`src/rtl/button_pkg.sv`:
```
// -----------------------------------------------------------------------------
// button_pkg
// Shared definitions for the multi-channel push-button conditioner.
//   btn_state_t    : per-channel debounce FSM state.
//   rep_ctr_width  : width of the auto-repeat counter so that it can hold the
//                    larger of the first-repeat delay and the repeat period.
// -----------------------------------------------------------------------------
package button_pkg;

   typedef enum logic [1:0] {
      RELEASED  = 2'd0,
      PRESSING  = 2'd1,
      PRESSED   = 2'd2,
      RELEASING = 2'd3
   } btn_state_t;

   // $clog2(max(delay, period) + 1), never less than one bit so the counter
   // declaration stays legal when auto-repeat is disabled.
   function automatic int rep_ctr_width(input int delay, input int period);
      int max_val;
      max_val = (delay > period) ? delay : period;
      if (max_val < 1) begin
         return 1;
      end
      return $clog2(max_val + 1);
   endfunction

endpackage

```
`src/rtl/button_channel.sv`:
```
// -----------------------------------------------------------------------------
// button_channel
// One push-button conditioner: synchroniser, press/release debounce FSM and
// optional auto-repeat generator.
//
// Parameters
//   CTR_WIDTH     : debounce counter width, interval is 2^CTR_WIDTH cycles
//   SYNC_STAGES   : synchroniser depth (>= 2)
//   ACTIVE_LOW    : 1 = low pin level means pressed
//   REPEAT_DELAY  : cycles from press pulse to first repeat, 0 disables repeat
//   REPEAT_PERIOD : cycles between later repeat pulses (>= 1)
//
// Ports
//   clk       in  clock
//   rst       in  synchronous active-high reset
//   i_btn     in  raw asynchronous pin
//   o_level   out debounced pressed state
//   o_press   out one-cycle pulse on level rise
//   o_release out one-cycle pulse on level fall
//   o_repeat  out one-cycle auto-repeat pulse while held
// -----------------------------------------------------------------------------
module button_channel
   import button_pkg::*;
#(
   parameter int CTR_WIDTH     = 20,
   parameter int SYNC_STAGES   = 2,
   parameter bit ACTIVE_LOW    = 1'b0,
   parameter int REPEAT_DELAY  = 0,
   parameter int REPEAT_PERIOD = 1
) (
   input  logic clk,
   input  logic rst,
   input  logic i_btn,
   output logic o_level,
   output logic o_press,
   output logic o_release,
   output logic o_repeat
);

   // Pin level that means "not pressed"; the synchroniser powers up here so
   // leaving reset never looks like an edge.
   localparam logic INACTIVE_PIN = ACTIVE_LOW ? 1'b1 : 1'b0;

   // ---------------------------------------------------------------------
   // Synchroniser
   // ---------------------------------------------------------------------
   logic [SYNC_STAGES-1:0] r_sync;
   logic                   w_s;

   always_ff @(posedge clk) begin
      if (rst) begin
         r_sync <= {SYNC_STAGES{INACTIVE_PIN}};
      end else begin
         r_sync <= {r_sync[SYNC_STAGES-2:0], i_btn};
      end
   end

   // Polarity is normalised after the chain so the FSM always sees 1=pressed.
   assign w_s = r_sync[SYNC_STAGES-1] ^ ACTIVE_LOW;

   // ---------------------------------------------------------------------
   // Debounce FSM: state register
   // ---------------------------------------------------------------------
   btn_state_t           r_state;
   btn_state_t           w_state_next;
   logic [CTR_WIDTH-1:0] r_ctr;
   logic [CTR_WIDTH-1:0] w_ctr_next;
   logic                 w_press_evt;
   logic                 w_release_evt;
   logic                 w_repeat_evt;
   logic                 w_level_next;

   logic r_level;
   logic r_press;
   logic r_release;
   logic r_repeat;

   always_ff @(posedge clk) begin
      if (rst) begin
         r_state   <= RELEASED;
         r_ctr     <= '0;
         r_level   <= 1'b0;
         r_press   <= 1'b0;
         r_release <= 1'b0;
         r_repeat  <= 1'b0;
      end else begin
         r_state   <= w_state_next;
         r_ctr     <= w_ctr_next;
         r_level   <= w_level_next;
         r_press   <= w_press_evt;
         r_release <= w_release_evt;
         r_repeat  <= w_repeat_evt;
      end
   end

   // ---------------------------------------------------------------------
   // Debounce FSM: next-state logic
   // The counter only runs in the two qualifying states and is cleared on
   // every state change, so it saturates through the transition instead of
   // wrapping.
   // ---------------------------------------------------------------------
   always_comb begin
      w_state_next  = r_state;
      w_ctr_next    = r_ctr;
      w_press_evt   = 1'b0;
      w_release_evt = 1'b0;
      case (r_state)
         RELEASED: begin
            if (w_s) begin
               w_state_next = PRESSING;
               w_ctr_next   = '0;
            end
         end
         PRESSING: begin
            if (!w_s) begin
               w_state_next = RELEASED;
               w_ctr_next   = '0;
            end else if (r_ctr == '1) begin
               w_state_next = PRESSED;
               w_ctr_next   = '0;
               w_press_evt  = 1'b1;
            end else begin
               w_ctr_next   = r_ctr + 1'b1;
            end
         end
         PRESSED: begin
            if (!w_s) begin
               w_state_next = RELEASING;
               w_ctr_next   = '0;
            end
         end
         RELEASING: begin
            if (w_s) begin
               // Release glitch: back to held, no pulse.
               w_state_next = PRESSED;
               w_ctr_next   = '0;
            end else if (r_ctr == '1) begin
               w_state_next  = RELEASED;
               w_ctr_next    = '0;
               w_release_evt = 1'b1;
            end else begin
               w_ctr_next    = r_ctr + 1'b1;
            end
         end
         default: begin
            w_state_next = RELEASED;
            w_ctr_next   = '0;
         end
      endcase
   end

   // ---------------------------------------------------------------------
   // Debounce FSM: output logic
   // Level is derived from the next state so the registered level moves on
   // the same edge as the registered press/release pulse.
   // ---------------------------------------------------------------------
   always_comb begin
      w_level_next = 1'b0;
      if ((w_state_next == PRESSED) || (w_state_next == RELEASING)) begin
         w_level_next = 1'b1;
      end
   end

   // ---------------------------------------------------------------------
   // Auto-repeat
   // ---------------------------------------------------------------------
   generate
      if (REPEAT_DELAY > 0) begin : g_repeat
         localparam int REP_W = rep_ctr_width(REPEAT_DELAY, REPEAT_PERIOD);
         localparam logic [REP_W-1:0] DELAY_LAST  = REP_W'(REPEAT_DELAY - 1);
         localparam logic [REP_W-1:0] PERIOD_LAST = REP_W'(REPEAT_PERIOD - 1);

         logic [REP_W-1:0] r_rep_ctr;
         logic             r_rep_first;
         logic [REP_W-1:0] w_rep_target;
         logic             w_hold;

         // Counting only happens while genuinely held; RELEASING (and the
         // edge that enters it) leaves the counter frozen.
         assign w_hold       = (r_state == PRESSED) && w_s;
         assign w_rep_target = r_rep_first ? DELAY_LAST : PERIOD_LAST;
         assign w_repeat_evt = w_hold && (r_rep_ctr == w_rep_target);

         // After each pulse the counter restarts from zero against the
         // period target, so it never has to count past max(delay, period).
         always_ff @(posedge clk) begin
            if (rst) begin
               r_rep_ctr   <= '0;
               r_rep_first <= 1'b1;
            end else if (w_press_evt) begin
               r_rep_ctr   <= '0;
               r_rep_first <= 1'b1;
            end else if (w_repeat_evt) begin
               r_rep_ctr   <= '0;
               r_rep_first <= 1'b0;
            end else if (w_hold) begin
               r_rep_ctr   <= r_rep_ctr + 1'b1;
            end
         end
      end else begin : g_no_repeat
         assign w_repeat_evt = 1'b0;
      end
   endgenerate

   assign o_level   = r_level;
   assign o_press   = r_press;
   assign o_release = r_release;
   assign o_repeat  = r_repeat;

endmodule

```
`src/rtl/multi_button_debouncer.sv`:
```
// -----------------------------------------------------------------------------
// multi_button_debouncer
// N independent push-button conditioners behind one instance. Each channel
// synchronises its pin, debounces press and release, and emits a stable level
// plus single-cycle press, release and auto-repeat pulses.
//
// Parameters
//   NUM_BTN       : number of channels
//   CTR_WIDTH     : debounce counter width, interval is 2^CTR_WIDTH cycles
//   SYNC_STAGES   : synchroniser depth (>= 2)
//   ACTIVE_LOW    : 1 = low pin level means pressed
//   REPEAT_DELAY  : cycles from press pulse to first repeat, 0 disables repeat
//   REPEAT_PERIOD : cycles between later repeat pulses (>= 1)
//
// Ports
//   clk       in  clock for all logic
//   rst       in  synchronous active-high reset
//   i_btn     in  [NUM_BTN] raw asynchronous pins
//   o_level   out [NUM_BTN] debounced pressed state
//   o_press   out [NUM_BTN] press pulses
//   o_release out [NUM_BTN] release pulses
//   o_repeat  out [NUM_BTN] auto-repeat pulses
// -----------------------------------------------------------------------------
module multi_button_debouncer
   import button_pkg::*;
#(
   parameter int NUM_BTN       = 4,
   parameter int CTR_WIDTH     = 20,
   parameter int SYNC_STAGES   = 2,
   parameter bit ACTIVE_LOW    = 1'b0,
   parameter int REPEAT_DELAY  = 0,
   parameter int REPEAT_PERIOD = 1
) (
   input  logic               clk,
   input  logic               rst,
   input  logic [NUM_BTN-1:0] i_btn,
   output logic [NUM_BTN-1:0] o_level,
   output logic [NUM_BTN-1:0] o_press,
   output logic [NUM_BTN-1:0] o_release,
   output logic [NUM_BTN-1:0] o_repeat
);

   // Channels share nothing but clock and reset.
   generate
      for (genvar gi = 0; gi < NUM_BTN; gi++) begin : g_ch
         button_channel #(
            .CTR_WIDTH     (CTR_WIDTH),
            .SYNC_STAGES   (SYNC_STAGES),
            .ACTIVE_LOW    (ACTIVE_LOW),
            .REPEAT_DELAY  (REPEAT_DELAY),
            .REPEAT_PERIOD (REPEAT_PERIOD)
         ) u_channel (
            .clk       (clk),
            .rst       (rst),
            .i_btn     (i_btn[gi]),
            .o_level   (o_level[gi]),
            .o_press   (o_press[gi]),
            .o_release (o_release[gi]),
            .o_repeat  (o_repeat[gi])
         );
      end
   endgenerate

endmodule

```
`config.mk`:
```
export PLATFORM = sky130hd
export DESIGN_NAME = multi_button_debouncer
export DESIGN_NICKNAME = d
export VERILOG_FILES = /design/src/rtl/button_pkg.sv /design/src/rtl/button_channel.sv /design/src/rtl/multi_button_debouncer.sv
export SDC_FILE = /design/constraint.sdc
export NUM_CORES = 1
export LEC_CHECK = 0
export BUFFER_PORTS_ARGS = -buffer_cell sky130_fd_sc_hd__buf_2
export CAP_MARGIN = 25
export CORE_ASPECT_RATIO = 1.5
export CORE_MARGIN = 2
export CORE_UTILIZATION = 61
export DETAILED_ROUTE_END_ITERATION = 8
export HOLD_SLACK_MARGIN = 0.1
export MAX_ROUTING_LAYER = met4
export PLACE_DENSITY = 0.87
export SLEW_MARGIN = 30
export SYNTH_ARGS = -nofsm -noshare
export SYNTH_HDL_FRONTEND = slang
export SYNTH_SLANG_ARGS = --single-unit
```
`constraint.sdc`:
```
create_clock -name clk -period 2.3 [get_ports clk]
set_clock_uncertainty 0.2 [all_clocks]
set_input_delay 0.345 -clock clk [delete_from_list [all_inputs] [get_ports clk]]
set_output_delay 0.345 -clock clk [all_outputs]
set_load 0.1 [all_outputs]
```
**Yosys cells after proc, flatten, opt, wreduce, memory -nomap -nowiden**

Cells that the tools add are included.

- Add/subtract/negate cells: 4
- $lt $le $gt $ge: 0
- Multiply operators: 0
- Bitwise gates (word level): 12
- Multiplexer cells: 60
- Equal/unequal tests: 32
- Shift-type cells: 0
- Divide/modulo/power cells: 0
- Reduce and logical (&&, ||, !) cells: 20

Operators by type and width:

| cell | count |
|---|---|
| $mux W20 | 20 |
| $pmux W20 S4 | 4 |
| $add A20 B1 Y20 const B | 4 |
| $eq A20 B20 Y1 const B | 4 |
| $mux W2 | 24 |
| $eq A2 B2 Y1 const B | 16 |
| $pmux W2 S4 | 4 |
| $reduce_or A3 Y1 | 8 |
| $not A1 Y1 | 12 |
| $eq A2 B1 Y1 const B | 4 |
| $logic_not A2 Y1 | 4 |
| $mux W1 | 8 |
| $ne A2 B1 Y1 const B | 4 |
| $ne A2 B2 Y1 const B | 4 |
| $reduce_and A2 Y1 | 4 |
| $logic_or A1 B1 Y1 | 4 |

- Bits in writable memories: 0
- Memories kept: 0
- Memory bits (read-only): 0
- Bits in registers: 108
- Output and inout bits: 16
- Bits in latches: 0
- Input bits: 6

**Logic depth before layout (Yosys ltp)**

- Depth after elaboration: 7
- Depth in mapped cells: 8
- Gate-level depth less buffers: 6

**Modules after synthesis**

From an unflattened synthesis, not the netlist that was laid out.

- Cells, all modules: 685
- Area, all modules: 5820.6 sq um

Modules (own cells, without submodules):

| module | area each (sq um) | cells an instance | instances | seq. area each (sq um) |
|---|---|---|---|---|
| button_channel (g_ch[0].u_channel ...) | 1480.2 | 176 | 3 | 540.5 |
| button_channel (g_ch[3].u_channel) | 1380.1 | 157 | 1 | 540.5 |

**Worst setup path before layout**

OpenSTA, ideal clock, no wires.

- Path type: register to register
- Start point: reg g_ch[2].u_channel.r_ctr[0]
- End point: reg g_ch[2].u_channel.r_ctr[18]
- Data arrival time: 1.797 ns
- Data required time: 1.983 ns
- Buffers on the path: 0
- Period minus slack after synthesis: 2.114 ns
- Slack: 0.186 ns
- Stages on the path, launching flop included: 7
- Cell sequence: dfxtp_1 ha_1 nand3_2 nor4_4 nand3_2 mux2_4 a32o_1

- Word-level cells in the longest chain between the ends: 4

Ends and longest elaborated chain:

| what | RTL line | text |
|---|---|---|
| start: declaration | button_channel.sv:66 | `logic [CTR_WIDTH-1:0] r_ctr;` |
| start signal: assignment | button_channel.sv:88 | `r_ctr <= w_ctr_next;` |
| $add A20 B1 Y20 or $eq A20 B20 Y1 (tied branches) | n/a |  |
| $mux W20 * | button_channel.sv:118, button_channel.sv:137 |  |
| $mux W20, on equally long branches | button_channel.sv:133, button_channel.sv:115 |  |
| $pmux W20 S4 * | button_channel.sv:107 | `case (r_state)` |

Mark *: on every way between the ends. The rest lies on a longest branch, timed or not.
A chain may end at the register's enable or synchronous reset.

**Final worst setup path**

- Start point: reg g_ch[0].u_channel.r_sync[1]
- End point: reg g_ch[0].u_channel.r_ctr[9]

- Word-level cells in the longest chain between the ends: 2

Ends and longest elaborated chain:

| what | RTL line | text |
|---|---|---|
| start: declaration | button_channel.sv:47 | `logic [SYNC_STAGES-1:0] r_sync;` |
| start signal: assignment | button_channel.sv:52 | `r_sync <= {SYNC_STAGES{INACTIVE_PIN}};` |
| start signal: assignment | button_channel.sv:54 | `r_sync <= {r_sync[SYNC_STAGES-2:0], i_btn};` |
| $mux W20, or another cell as far along | button_channel.sv:133 | `if (w_s) begin` |
| $pmux W20 S4 or $reduce_and A2 Y1 (tied branches) | n/a |  |
| end signal: assignment | button_channel.sv:88 |  |
| end: declaration | button_channel.sv:66 |  |

Several ways; a longest one is shown, not always the timed one.

==> impl_summary.md <==
Synthesis
In this run the biggest area consumer among cell types represents a little over two fifths of the synthesized area. The synthesized netlist devotes 10.7% of its cell area to compound gates. The cell count after synthesis came out at about 580. Synthesis inferred 108 register bits. Of the total synthesized cell area, the portion taken by AND, OR, NAND and NOR gates is 31.0%. The most used flip-flop cell after synthesis is sky130_fd_sc_hd__dfxtp_1. The synthesized design contains 0 enable-type register cells. By area the synthesized netlist is led by sky130_fd_sc_hd__dfxtp_1, sky130_fd_sc_hd__nor2_1, sky130_fd_sc_hd__nand3_1.

The mux contribution to synthesized area is approximately 2.5%. The synthesized-area fraction occupied by adder cells is less than 1%. The mean post-synth cell area is 8.67 sq um.

The xor-xnor portion of the synthesized cell area is under 10%. The library cell with the largest summed area after synthesis is sky130_fd_sc_hd__dfxtp_1. In this run the cell area of the synthesized design comes to 5060 sq um. The post-synthesis cell type count is 56.

For this run, asynchronously set or reset flops after synthesis account for 0%. The Yosys step of the flow raised 0 warnings. The largest family of logic cells by synthesized area is simple AND/OR/NAND/NOR gates.

The share of the Yosys chip area taken by registers is between 40% and 50%.

Drt
The vias per cell is just over 6. The uppermost signal routing layer after detailed routing is met4. In this run the remaining antenna-violating nets after routing total 0. The wire length on met1 is 4450 microns. The number of detailed-routing iterations run before antenna repair is 5. For this run, design rule violations remaining after detail routing come to 0. After the first detailed-routing iteration, the DRC count stood at between 150 and 200. Detailed routing inserted a total of ~4,300 vias. The met3 wire length is between 300 and 400 microns. The post-detailed-route wirelength per cell is about 15 microns. The met2 wirelength from detailed routing is 5760 microns. Wires add up to 10,800 microns.

Worst setup path
STA puts the critical path data required time at between 2 and 2.5 ns. Data on the critical path arrives at its endpoint at between 2 and 2.5 ns. On the worst path, the slowest cell contributes a delay of roughly 0.47 ns. The maximum fanout along the worst path is 10.

The critical path goes through xor2_1 > nand2_1 > a21oi_4 > or4b_1 > nand3_1. The category of cells accounting for the largest share of critical-path delay is simple AND/OR/NAND/NOR gates. The category of the most critical setup path is register to register. Counting both buffers and inverters, the worst setup path holds a total of 0. The type of destination of the critical path is a register. The worst setup path is launched from a register. Among all stages on the critical path, the largest delay is contributed by sky130_fd_sc_hd__or4b_1.

Floorplanning
The die is ~120 microns tall. The number of standard-cell rows in the floorplan is 40. The count of pins on the block boundary is 22. The die covers about 9100 sq um. The die is 78.3 microns wide. The initial core utilization is a little over three fifths. The placeable core area is approximately 8000 sq um.

Cells and area
The number of fill cells in the layout is slightly below 600. The repair_antennas step left the layout with diodes totalling 0. The area growth from synthesis to layout is 10.9%. In the layout the commonest cells are sky130_fd_sc_hd__dfxtp_1, sky130_fd_sc_hd__nor2_1, sky130_fd_sc_hd__nand2_1. The commonest non-fill, non-tap cell in the layout is sky130_fd_sc_hd__dfxtp_1.

The finished cells cover between 5000 and 6000 sq um. At the end of the flow, the number of nets in the layout was just over 600. The sequential cells in the finished layout cover a total of ~2200 sq um.

The finished layout holds between 700 and 800 standard cells, fillers aside. Cells with a size suffix above 1 make up a little over an eighth of the layout. The area of combinational cells with multiple inputs is approximately 2700 sq um.

CTS
Counting along the longest clock path gives a buffer depth of 2. The TritonCTS buffer count is 9. The clock latency on the worst-skew pair is 0.35 ns. The clock tree from TritonCTS is built. The clock drives 108 sinks. The level count of the clock H-tree is 3. The post-CTS clock slew at the launch and capture registers of the worst setup and hold paths is ~0.070 ns. CTS placed an instance of sky130_fd_sc_hd__clkbuf_16 at the clock tree root.

Timing
Derived from the worst setup path, the maximum achievable clock frequency is approximately 0.46 GHz. The post-layout minimum cycle time is roughly 2.2 ns. The worst pin sits at a relative slew slack of 53.1%. The worst path uses a little over nine tenths of the clock period. At the pin with the least slew margin, the transition time is roughly 0.7 ns.

The count of final setup violators is 0. The max-slew violation count is 0. The number of failing hold endpoints at the final stage was 0. The worst slack on hold paths is between 0.1 and 0.15 ns. Summed over all failing endpoints, the final setup total negative slack is 0 ns.

Placed design
Once placement finished, the instance area stood at 5210 sq um. The port buffer count is 17. The global placer's final weighted congestion is 0.855. The number of placed instances, taps included is 690. Summed over all nets, the half-perimeter wirelength after detailed placement is about 7400 microns.

Worst hold path
The min-delay analysis places its worst path in the category primary input to register.

Power and ir drop
The static leakage is around 2.1 nW. The power per cell area is 623 nW/um^2. The worst supply voltage drop on vdd is 403 uV. Power comes to approximately 3.5 mW.

Global route
The maximum number of pins on one net before global-route repair is 22. The number of antenna violations at the first check in global routing is 0. The via count of the first global-routing pass came to roughly 4,400. The total congestion overflow after global routing is 0. Global routing used ~26% of the available tracks across all layers.

The global-route wire length before repair is around 18,000 microns.

Status
The run finished with clean final reports.

Job
Across the run, the number of max-cap violations was 0.
==> what timing repair did <==
action,CTS,global route
endpoints found under the hold margin,4,0
setup endpoints to repair,0,43
resized for setup,0,14
hold buffers,4,0
setup buffers,0,2
==> kinds of logic (layout without fill, tap and decap cells) <==
kind of cell / after synthesis / in the layout
adder cells (fa/ha/maj): 4 / 4
multiplexers: 12 / 12
AND/OR/NAND/NOR: 285 / 285
flip-flops: 108 / 108
other: 1 / 4
AO/OA/AOI/OAI: 86 / 86
XOR/XNOR: 41 / 41
buffers and inverters: 46 / 67
==> where the power goes <==
group,switching (mW),internal (mW),total [mW]
sequential,0.00787,1.88,1.88
combinational,0.111,0.0409,0.151
clock,0.708,0.749,1.46
total,0.827,2.67,3.49
==> synth_stat cells (11+ instances only) <==
| master | number |
|---|---|
| sky130_fd_sc_hd__nor3_1 | 14 |
| sky130_fd_sc_hd__nand3_1 | 41 |
| sky130_fd_sc_hd__mux2i_1 | 11 |
| sky130_fd_sc_hd__a21oi_1 | 29 |
| sky130_fd_sc_hd__and3_1 | 17 |
| sky130_fd_sc_hd__nand2_1 | 47 |
| sky130_fd_sc_hd__xnor2_1 | 19 |
| sky130_fd_sc_hd__buf_4 | 17 |
| sky130_fd_sc_hd__dfxtp_1 | 108 |
| sky130_fd_sc_hd__xor2_1 | 22 |
| sky130_fd_sc_hd__o21ai_0 | 21 |
| sky130_fd_sc_hd__nand4_1 | 22 |
| sky130_fd_sc_hd__nor2_1 | 78 |
| sky130_fd_sc_hd__inv_1 | 12 |
==> through the flow <==
| stage | setup slack, ns | utilization (%) |
|---|---|---|
| 2_1_floorplan | 0.186 | - |
| 3_3_place_gp | 0.164 | 65.0 |
| 3_5_place_dp | 0.0856 | 65.0 |
| 4_1_cts | 0.0721 | 69.0 |
| 5_1_grt | -0.0390 | 70.0 |
| 6_report | 0.112 | 70.0 |
==> flip-flops by register name (all words and copies together), names as in the netlist <==
register and count:
g_ch.u_channel.o_press 4, g_ch.u_channel.o_level 4, g_ch.u_channel.r_ctr 80, g_ch.u_channel.r_sync 8, g_ch.u_channel.r_state 8, g_ch.u_channel.o_release 4
==> path summary, 6_finish.rpt <==
kind | startpoint | endpoint | slack [ns] | cells after the start
max reg2reg | g_ch[0].u_channel.r_sync[1] | g_ch[0].u_channel.r_ctr[9] | 0.11 | 5
min reg2reg | g_ch[1].u_channel.r_sync[0] | g_ch[1].u_channel.r_sync[1] | 0.24 | 1
max | g_ch[0].u_channel.r_sync[1] | g_ch[0].u_channel.r_ctr[9] | 0.11 | 5
min | rst | g_ch[2].u_channel.r_sync[0] | 0.14 | 2
==> layer usage <==
| metal | track usage, % | up-vias |
|---|---|---|
| li1 | - | 2099 |
| met1 | 27.4 | 2092 |
| met2 | 46.4 | 101 |
| met3 | 4.52 | 25 |
| met4 | 12.2 | 0 |
| met5 | - | - |
==> layout make-up <==
type                       instances  area share [%]
clock buffer                      10            4.08
clock inverter                     6           0.848
inverter                          12           0.803
multi-input combinational        432            48.7
sequential                       108            38.6
tap                              105            2.34
timing repair buffer              39            4.64
No activity file was read; power rests on OpenSTA's default activity.
